===== src/rtl/uart_rx_pkg.sv =====
// Shared types and constants for the UART receiver: FSM states, internal signal bundle,
// frame constants and the 2-of-3 vote used by the optional majority sampler.
package pkg_uart;

    localparam int   UART_DATA_BITS  = 8;
    localparam logic UART_STOP_LEVEL = 1'b1;

    typedef enum logic [2:0] {
        RX_IDLE,
        RX_START,
        RX_DATA,
        RX_PARITY,
        RX_STOP,
        RX_WAIT_HIGH
    } e_uart_rx_state;

    typedef struct packed {
        logic load;
        logic en;
        logic tick;
        logic sample;
    } st_uart_rx;

    function automatic logic maj3(input logic [2:0] v);
        return (v[0] & v[1]) | (v[0] & v[2]) | (v[1] & v[2]);
    endfunction

endpackage


===== src/rtl/uart_rx_baudgen.sv =====
// Loadable baud down-counter for the receiver; o_tick marks each mid-bit sample point.
// A half-period load aligns the first tick to the middle of the start bit.
module baudgen_rx #(
    parameter int BAUDRATE = 16
) (
    input  logic clk,
    input  logic rst,
    input  logic i_en,
    input  logic i_load,
    input  logic i_half,
    output logic o_tick
);

    localparam int            CW   = $clog2(BAUDRATE);
    localparam logic [CW-1:0] FULL = CW'(BAUDRATE - 1);
    localparam logic [CW-1:0] HALF = CW'(BAUDRATE / 2 - 1);

    logic [CW-1:0] cnt_reg;

    // Terminal count is zero, so a full period reloads BAUDRATE-1.
    always_ff @(posedge clk) begin
        if (!rst) begin
            cnt_reg <= '0;
        end else if (i_load) begin
            cnt_reg <= i_half ? HALF : FULL;
        end else if (i_en) begin
            cnt_reg <= (cnt_reg == '0) ? FULL : cnt_reg - 1'b1;
        end
    end

    assign o_tick = i_en && (cnt_reg == '0);

endmodule


===== src/rtl/uart_rx.sv =====
// UART receiver: 8 data bits LSB first, even parity, one stop bit, mid-bit sampling.
// Optional build macro UART_RX_MAJORITY_EN votes each sample over the last three rxs values.
module uart_rx
    import pkg_uart::*;
#(
    parameter int BAUDRATE = 50000000 / 115200
) (
    input  logic       clk,
    input  logic       rst,
    input  logic       rx,
    output logic [7:0] data,
    output logic       valid,
    output logic       parity_err,
    output logic       frame_err,
    output logic       busy
);

    localparam logic [2:0] LAST_BIT = 3'(UART_DATA_BITS - 1);

    logic [1:0]                sync_reg;
    logic                      rxs;
    logic                      sample_bit;
    logic                      tick;
    e_uart_rx_state            state_reg;
    logic [UART_DATA_BITS-1:0] shift_reg;
    logic [2:0]                bit_cnt_reg;
    logic                      parity_reg;
    st_uart_rx                 w;

    always_ff @(posedge clk) begin
        if (!rst) begin
            sync_reg <= 2'b11;
        end else begin
            sync_reg <= {sync_reg[0], rx};
        end
    end

    assign rxs = sync_reg[1];

`ifdef UART_RX_MAJORITY_EN
    logic [1:0] hist_reg;

    // Together with rxs this forms the window of the last three synchronised values.
    always_ff @(posedge clk) begin
        if (!rst) begin
            hist_reg <= 2'b11;
        end else begin
            hist_reg <= {hist_reg[0], rxs};
        end
    end

    assign sample_bit = maj3({hist_reg, rxs});
`else
    assign sample_bit = rxs;
`endif

    always_comb begin
        w        = '0;
        w.load   = (state_reg == RX_IDLE) && !rxs;
        w.en     = state_reg inside {RX_START, RX_DATA, RX_PARITY, RX_STOP};
        w.tick   = tick;
        w.sample = sample_bit;
    end

    baudgen_rx #(
        .BAUDRATE(BAUDRATE)
    ) u_baudgen (
        .clk   (clk),
        .rst   (rst),
        .i_en  (w.en),
        .i_load(w.load),
        .i_half(1'b1),
        .o_tick(tick)
    );

    always_ff @(posedge clk) begin
        if (!rst) begin
            state_reg   <= RX_IDLE;
            shift_reg   <= '0;
            bit_cnt_reg <= '0;
            parity_reg  <= 1'b0;
            data        <= '0;
            valid       <= 1'b0;
            parity_err  <= 1'b0;
            frame_err   <= 1'b0;
            busy        <= 1'b0;
        end else begin
            valid <= 1'b0;
            case (state_reg)
                RX_IDLE: begin
                    if (!rxs) begin
                        state_reg <= RX_START;
                        busy      <= 1'b1;
                    end
                end
                RX_START: begin
                    if (w.tick) begin
                        if (w.sample) begin
                            state_reg <= RX_IDLE;
                            busy      <= 1'b0;
                        end else begin
                            state_reg   <= RX_DATA;
                            bit_cnt_reg <= '0;
                        end
                    end
                end
                RX_DATA: begin
                    if (w.tick) begin
                        shift_reg   <= {w.sample, shift_reg[UART_DATA_BITS-1:1]};
                        bit_cnt_reg <= bit_cnt_reg + 1'b1;
                        if (bit_cnt_reg == LAST_BIT) begin
                            state_reg <= RX_PARITY;
                        end
                    end
                end
                RX_PARITY: begin
                    if (w.tick) begin
                        parity_reg <= w.sample;
                        state_reg  <= RX_STOP;
                    end
                end
                RX_STOP: begin
                    // Leaving mid stop bit lets a following start edge be caught with no gap.
                    if (w.tick) begin
                        valid      <= 1'b1;
                        data       <= shift_reg;
                        parity_err <= ^{shift_reg, parity_reg};
                        frame_err  <= (w.sample != UART_STOP_LEVEL);
                        if (w.sample == UART_STOP_LEVEL) begin
                            state_reg <= RX_IDLE;
                            busy      <= 1'b0;
                        end else begin
                            state_reg <= RX_WAIT_HIGH;
                        end
                    end
                end
                RX_WAIT_HIGH: begin
                    if (rxs) begin
                        state_reg <= RX_IDLE;
                        busy      <= 1'b0;
                    end
                end
                default: begin
                    state_reg <= RX_IDLE;
                    busy      <= 1'b0;
                end
            endcase
        end
    end

endmodule


===== config.mk =====
export PLATFORM = sky130hd
export DESIGN_NAME = uart_rx
export DESIGN_NICKNAME = d
export VERILOG_FILES = /design/src/rtl/uart_rx_pkg.sv /design/src/rtl/uart_rx_baudgen.sv /design/src/rtl/uart_rx.sv
export SDC_FILE = /design/constraint.sdc
export NUM_CORES = 1
export LEC_CHECK = 0
export ABC_CLOCK_PERIOD_IN_PS = 2300
export BUFFER_PORTS_ARGS = -buffer_cell sky130_fd_sc_hd__buf_2
export CORE_ASPECT_RATIO = 1.2
export CORE_MARGIN = 8
export CORE_UTILIZATION = 61
export CTS_BUF_LIST = sky130_fd_sc_hd__clkbuf_4 sky130_fd_sc_hd__clkbuf_8
export CTS_CLUSTER_DIAMETER = 60
export CTS_CLUSTER_SIZE = 30
export DETAILED_ROUTE_END_ITERATION = 10
export GPL_TIMING_DRIVEN = 0
export PLACE_DENSITY = 0.81
export SKIP_CTS_REPAIR_TIMING = 1
export SYNTH_ARGS = -nofsm -noshare
export SYNTH_HDL_FRONTEND = slang
export SYNTH_SLANG_ARGS = --single-unit

===== constraint.sdc =====
create_clock -name clk -period 2.3 [get_ports clk]
set_input_delay 0.23 -clock clk [delete_from_list [all_inputs] [get_ports clk]]
set_output_delay 0.23 -clock clk [all_outputs]
set_load 0.1 [all_outputs]

# Word-level counts from Yosys, hierarchy flattened
# Cells that the tools add are included.
# classes
n_addsub	2
n_eq_ne	15
muxes	22
bitwise	3
n_reduce_logical	19
# op_table
op	n
$mux W3	11
$pmux W3 S6	1
$mux W8	2
$ne A2 B2 Y1 const B	7
$eq A3 B3 Y1 const B	3
$logic_not A9 Y1	1
$mux W9	1
$reduce_xor A9 Y1	1
$sub A9 B1 Y9 const B	1
$reduce_and A2 Y1	4
$reduce_and A7 Y1	1
$eq A3 B2 Y1 const B	2
$pmux W3 S2	1
$reduce_or A2 Y1	3
$mux W1	4
$ne A2 B1 Y1 const B	2
$pmux W1 S4	1
$reduce_and A4 Y1	1
$reduce_bool A2 Y1	2
$reduce_bool A4 Y1	1
$add A3 B1 Y3 const B	1
$eq A3 B1 Y1 const B	1
$logic_not A3 Y1	1
$not A1 Y1	3
4 further kinds	5
# totals
reg_bits	38
inputBits	3
out_inout_bits	12
elab_cells	73

# Logic depth before layout (Yosys ltp)
# logic_depth
word_depth	5
ltp_mapped	7
depth_no_buf	6

# Cells and area by module
# A second synthesis with hierarchy kept.
# unflattened
cells_unflattened	202
area_unflattened_um2	1780.5
# modules_own_cells
mod	n_inst	cells_per_inst	area_each_um2
uart_rx	1	148	1312.5
baudgen_rx	1	54	467.9

# Worst setup path before layout
# No wires, ideal clock.
# synth_path
path_kind	register to register
from	reg u_baudgen.cnt_reg[0]
to	reg state_reg[0]
arrival_ps	1609
required_time_ps	2197
setup_slack_ps	587
path_stages_with_launch	7
synth_period_minus_slack_ps	1713
cell_sequence	dfxtp_1 > inv_1 > ha_1 > or4b_4 > nor2_8 > a311oi_1 > a2111oi_2
# synth_between
elab_chain_len	4
# synth_lines
element	line	text
start: declaration	uart_rx_baudgen.sv:18	logic [CW-1:0] cnt_reg;
start signal: assignment	uart_rx_baudgen.sv:25	cnt_reg <= i_half ? HALF : FULL;
start signal: assignment	uart_rx_baudgen.sv:27	cnt_reg <= (cnt_reg == '0) ? FULL : cnt_reg - 1'b1;
$logic_not A9 Y1 *	uart_rx_baudgen.sv:31	assign o_tick = i_en && (cnt_reg == '0);
$logic_and A1 B1 Y1 *	uart_rx_baudgen.sv:31	
$ne A2 B2 Y1 (no source line)	--	
$reduce_and A7 Y1 (no source line) *	--	
end signal: assignment	uart_rx.sv:78	state_reg <= RX_IDLE;
end signal: assignment	uart_rx.sv:92	state_reg <= RX_START;
end signal: assignment	uart_rx.sv:99	state_reg <= RX_IDLE;
end: declaration	uart_rx.sv:24	e_uart_rx_state state_reg;
# Mark *: on every way between the ends. The rest lies on a longest branch, timed or not.
# A chain may end at the register's enable or synchronous reset.

# Final worst setup path
# layout_path
from	reg u_baudgen.cnt_reg[0]
to	reg parity_err
# layout_between
elab_chain_len	3
# layout_lines
element	line	text
$logic_not A9 Y1	uart_rx_baudgen.sv:31	
$logic_and A1 B1 Y1	uart_rx_baudgen.sv:31	
$reduce_and A2 Y1 (no source line)	--	
end signal: assignment	uart_rx.sv:127	parity_err <= ^{shift_reg, parity_reg};
end: declaration	uart_rx.sv:13	output logic parity_err,
# No other way between the ends.

==> run summary <==
Status - completed
Switching share of power - 0.301
WP data arrival - 2.28 ns
Quantity of I/O buffers inserted on ports - 14
Power Density - 662 nW/µm²
Row count - 21
# DRC - 0
Register Area - 761 µm²
Pint - 0.902 mW
Initial antenna violation count - 0
1st-pass router iterations - 4
Vias in the first global route - 1444
Clock network fraction of total power - 0.268
Tcrit/Tclk final - 0.873
CTS tree - done
Worst-Skew Late Latency - 0.34 ns
Crit-path cells - inv_1 > ha_1 > nor4b_4 > nand3_4 > or3_1 > o211ai_2
Setup TNS - 0 ns
Post-synth EDFFs - 0
CP peak stage delay - 0.50 ns
Syn Area/Cell - 8.80 µm²
VDD IR-drop max - 0.000597 V
Max Root-Sink Buffers - 2
RSZ-0062 raised after global routing - false
Finished Layout Cells - 258
Worst-Margin Slew - 0.612 ns
FF+latch count, synth - 38
Post-DP HPWL - 2760 µm
Reg2reg start - u_baudgen.cnt_reg[0]
Hold WC Path Type - in -> reg
Final min period - 2.01 ns
Via-per-instance ratio - 5.79
F_max - 498 MHz
Initial drt markers - 128
Sequential power share - 0.544
Worst-path clk slew - 0.11 ns
Leakage power - 0.769 nW
Root Buffer - clkbuf_4
Leading area contributor after synthesis - dfxtp_1
Via count - 1494
Placed cell count - 250
Gr usage total - 0.158
H-tree lvl count - 2
Grt ovf - 0
Count leader, synth - nand2_1
Critical Path End Type - flop
Die Ht - 75.1 µm
Crit-path slowest cell - nor4b_4
R2R setup slack - 0.29 ns
Die width - 65.3 µm
Max FFs per register - 9
Seq/Total Area, Yosys - 0.428
FILL cells - 231
Ys flop type - dfxtp_1
Die area - 4900 µm²
Synth area leaders - dfxtp_1 43%, nand2_1 8.5%, a21oi_1 7.9%
Layout cells sized above 1 - 0.165
Net Switching - 0.388 mW
Slew HR - 0.589
Endpoint, Worst Hold - sync_reg[0]
Number of max-cap violations - 0
Critical path peak fanout - 10
Mapped Cells - 202
Number of inserted diodes - 0
Min-Delay Path Depth - 2
FFs w/ async S/R, synth - 0
Routed WL - 3670 µm
Post-DRT Antenna Nets - 0
Synthesis-to-layout area growth - 9.65%
Syn Nets - 208
Hold Startpoint - rx
Synth Warn # - 0
Crit path launch type - flop
Worst clock skew - 0.0116 ns
CP required - 2.57 ns
Commonest cells post-synth - 40 x nand2_1, 38 x dfxtp_1, 28 x a21oi_1, 9 x nor2_1, 6 x inv_1
First-pass GRT wire length - 6150 µm
Synth top area share - 0.428
Num CTS Buffers - 5
Nets - 229
Comb pwr share - 0.188
GPL Wtd Cong - 0.817
Crit Path Category - reg -> reg
Core region area - 2790 µm²
DR WL/cell - 14.2 µm
# IOs - 15
Clock sink count - 38
Worst flop-to-flop path endpoint - parity_err
Syn Std Cell Area - 1780 µm²
Area occupied by multi-input gates - 941 µm²
Final hold violations - 0
Yosys cell types - 45
Final Setup Violations - 0
Max-slew violation count - 0
Pin count of the biggest net entering global routing - 13
Starting Density - 0.638
Worst R2R Path Depth - 6
[cells by family (layout without fill, tap and decap cells)]
family / after synthesis / count (layout) / share of synthesized area
xor+xnor: 7 / 7 / 0.0423
compound gates: 51 / 51 / 0.175
simple gates: 84 / 84 / 0.268
mux: 4 / 4 / 0.0225
buf+inv: 15 / 37 / 0.0422
flops: 38 / 38 / 0.428
fa+ha+maj: 3 / 3 / 0.0211
[area by class of cell]
| cell class | count | share of cell area |
|---|---|---|
| timing repair buffer | 14 | 0.0360 |
| clock buffer | 6 | 0.0231 |
| sequential | 38 | 0.390 |
| multi-input combinational | 149 | 0.483 |
| buffer | 9 | 0.0270 |
| tap | 34 | 0.0218 |
| clock inverter | 2 | 0.00706 |
| inverter | 6 | 0.0116 |
[layer usage]
metal,vias up,global-route usage,part of all wire
met5,-,0,0
met4,0,0.0874,0.019
met3,7,0.0327,0.032
met2,29,0.294,0.53
met1,694,0.161,0.42
li1,764,-,-
[stage by stage]
step / worst slack, ns / total power [mW] / instance area [µm²] / utilization / hold WS [ns]
final: 0.292 / 1.29 / 1950 / 0.699 / 0.108
after global routing: 0.155 / 1.35 / 1950 / 0.699 / 0.102
after CTS: 0.313 / 1.30 / 1950 / 0.699 / 0.107
after detailed placement: 0.324 / 0.955 / 1890 / 0.678 / 0.418
after global placement: 0.384 / 0.943 / 1890 / 0.678 / 0.403
after floorplan: 0.587 / 0.905 / 1780 / - / 0.303
[critical path: cells and delay by family, from the launching register on]
kind / cells / cell delay, ns
flip-flops: 1 / 0.35
adder cells (fa/ha/maj): 1 / 0.23
AND/OR/NAND/NOR: 3 / 1.13
AO/OA/AOI/OAI: 1 / 0.14
buffers and inverters: 1 / 0.10
[worst max-delay path by stage]
stage	from	to	slack (ns)	depth (start not counted)
floorplan	u_baudgen.cnt_reg[0]	state_reg[0]	0.59	6
global placement	u_baudgen.cnt_reg[0]	frame_err	0.38	7
detailed placement	u_baudgen.cnt_reg[0]	parity_err	0.32	6
CTS	u_baudgen.cnt_reg[0]	parity_err	0.31	6
global route	u_baudgen.cnt_reg[0]	frame_err	0.16	7
finish	u_baudgen.cnt_reg[0]	parity_err	0.29	6
[cell usage in the layout (no fill, tap or decap), drive strengths merged, types with 5 or more instances in the layout]
master / Yosys / layout
a21oi: 28 / 28
inv: 6 / 6
nor2: 10 / 10
buf: 5 / 19
or3: 5 / 5
dfxtp: 38 / 38
o21ai: 6 / 6
nand2: 40 / 40
clkbuf: 4 / 10
[power groups by stage]
stage | Sequential [mW] | Combinational, mW | Clock, mW
finish | 0.701 | 0.243 | 0.346
global placement | 0.713 | 0.230 | 0
CTS | 0.700 | 0.241 | 0.355
detailed placement | 0.716 | 0.240 | 0
floorplan | 0.718 | 0.187 | 0
global route | 0.704 | 0.262 | 0.382
No activity file was read; power rests on OpenSTA's default activity.
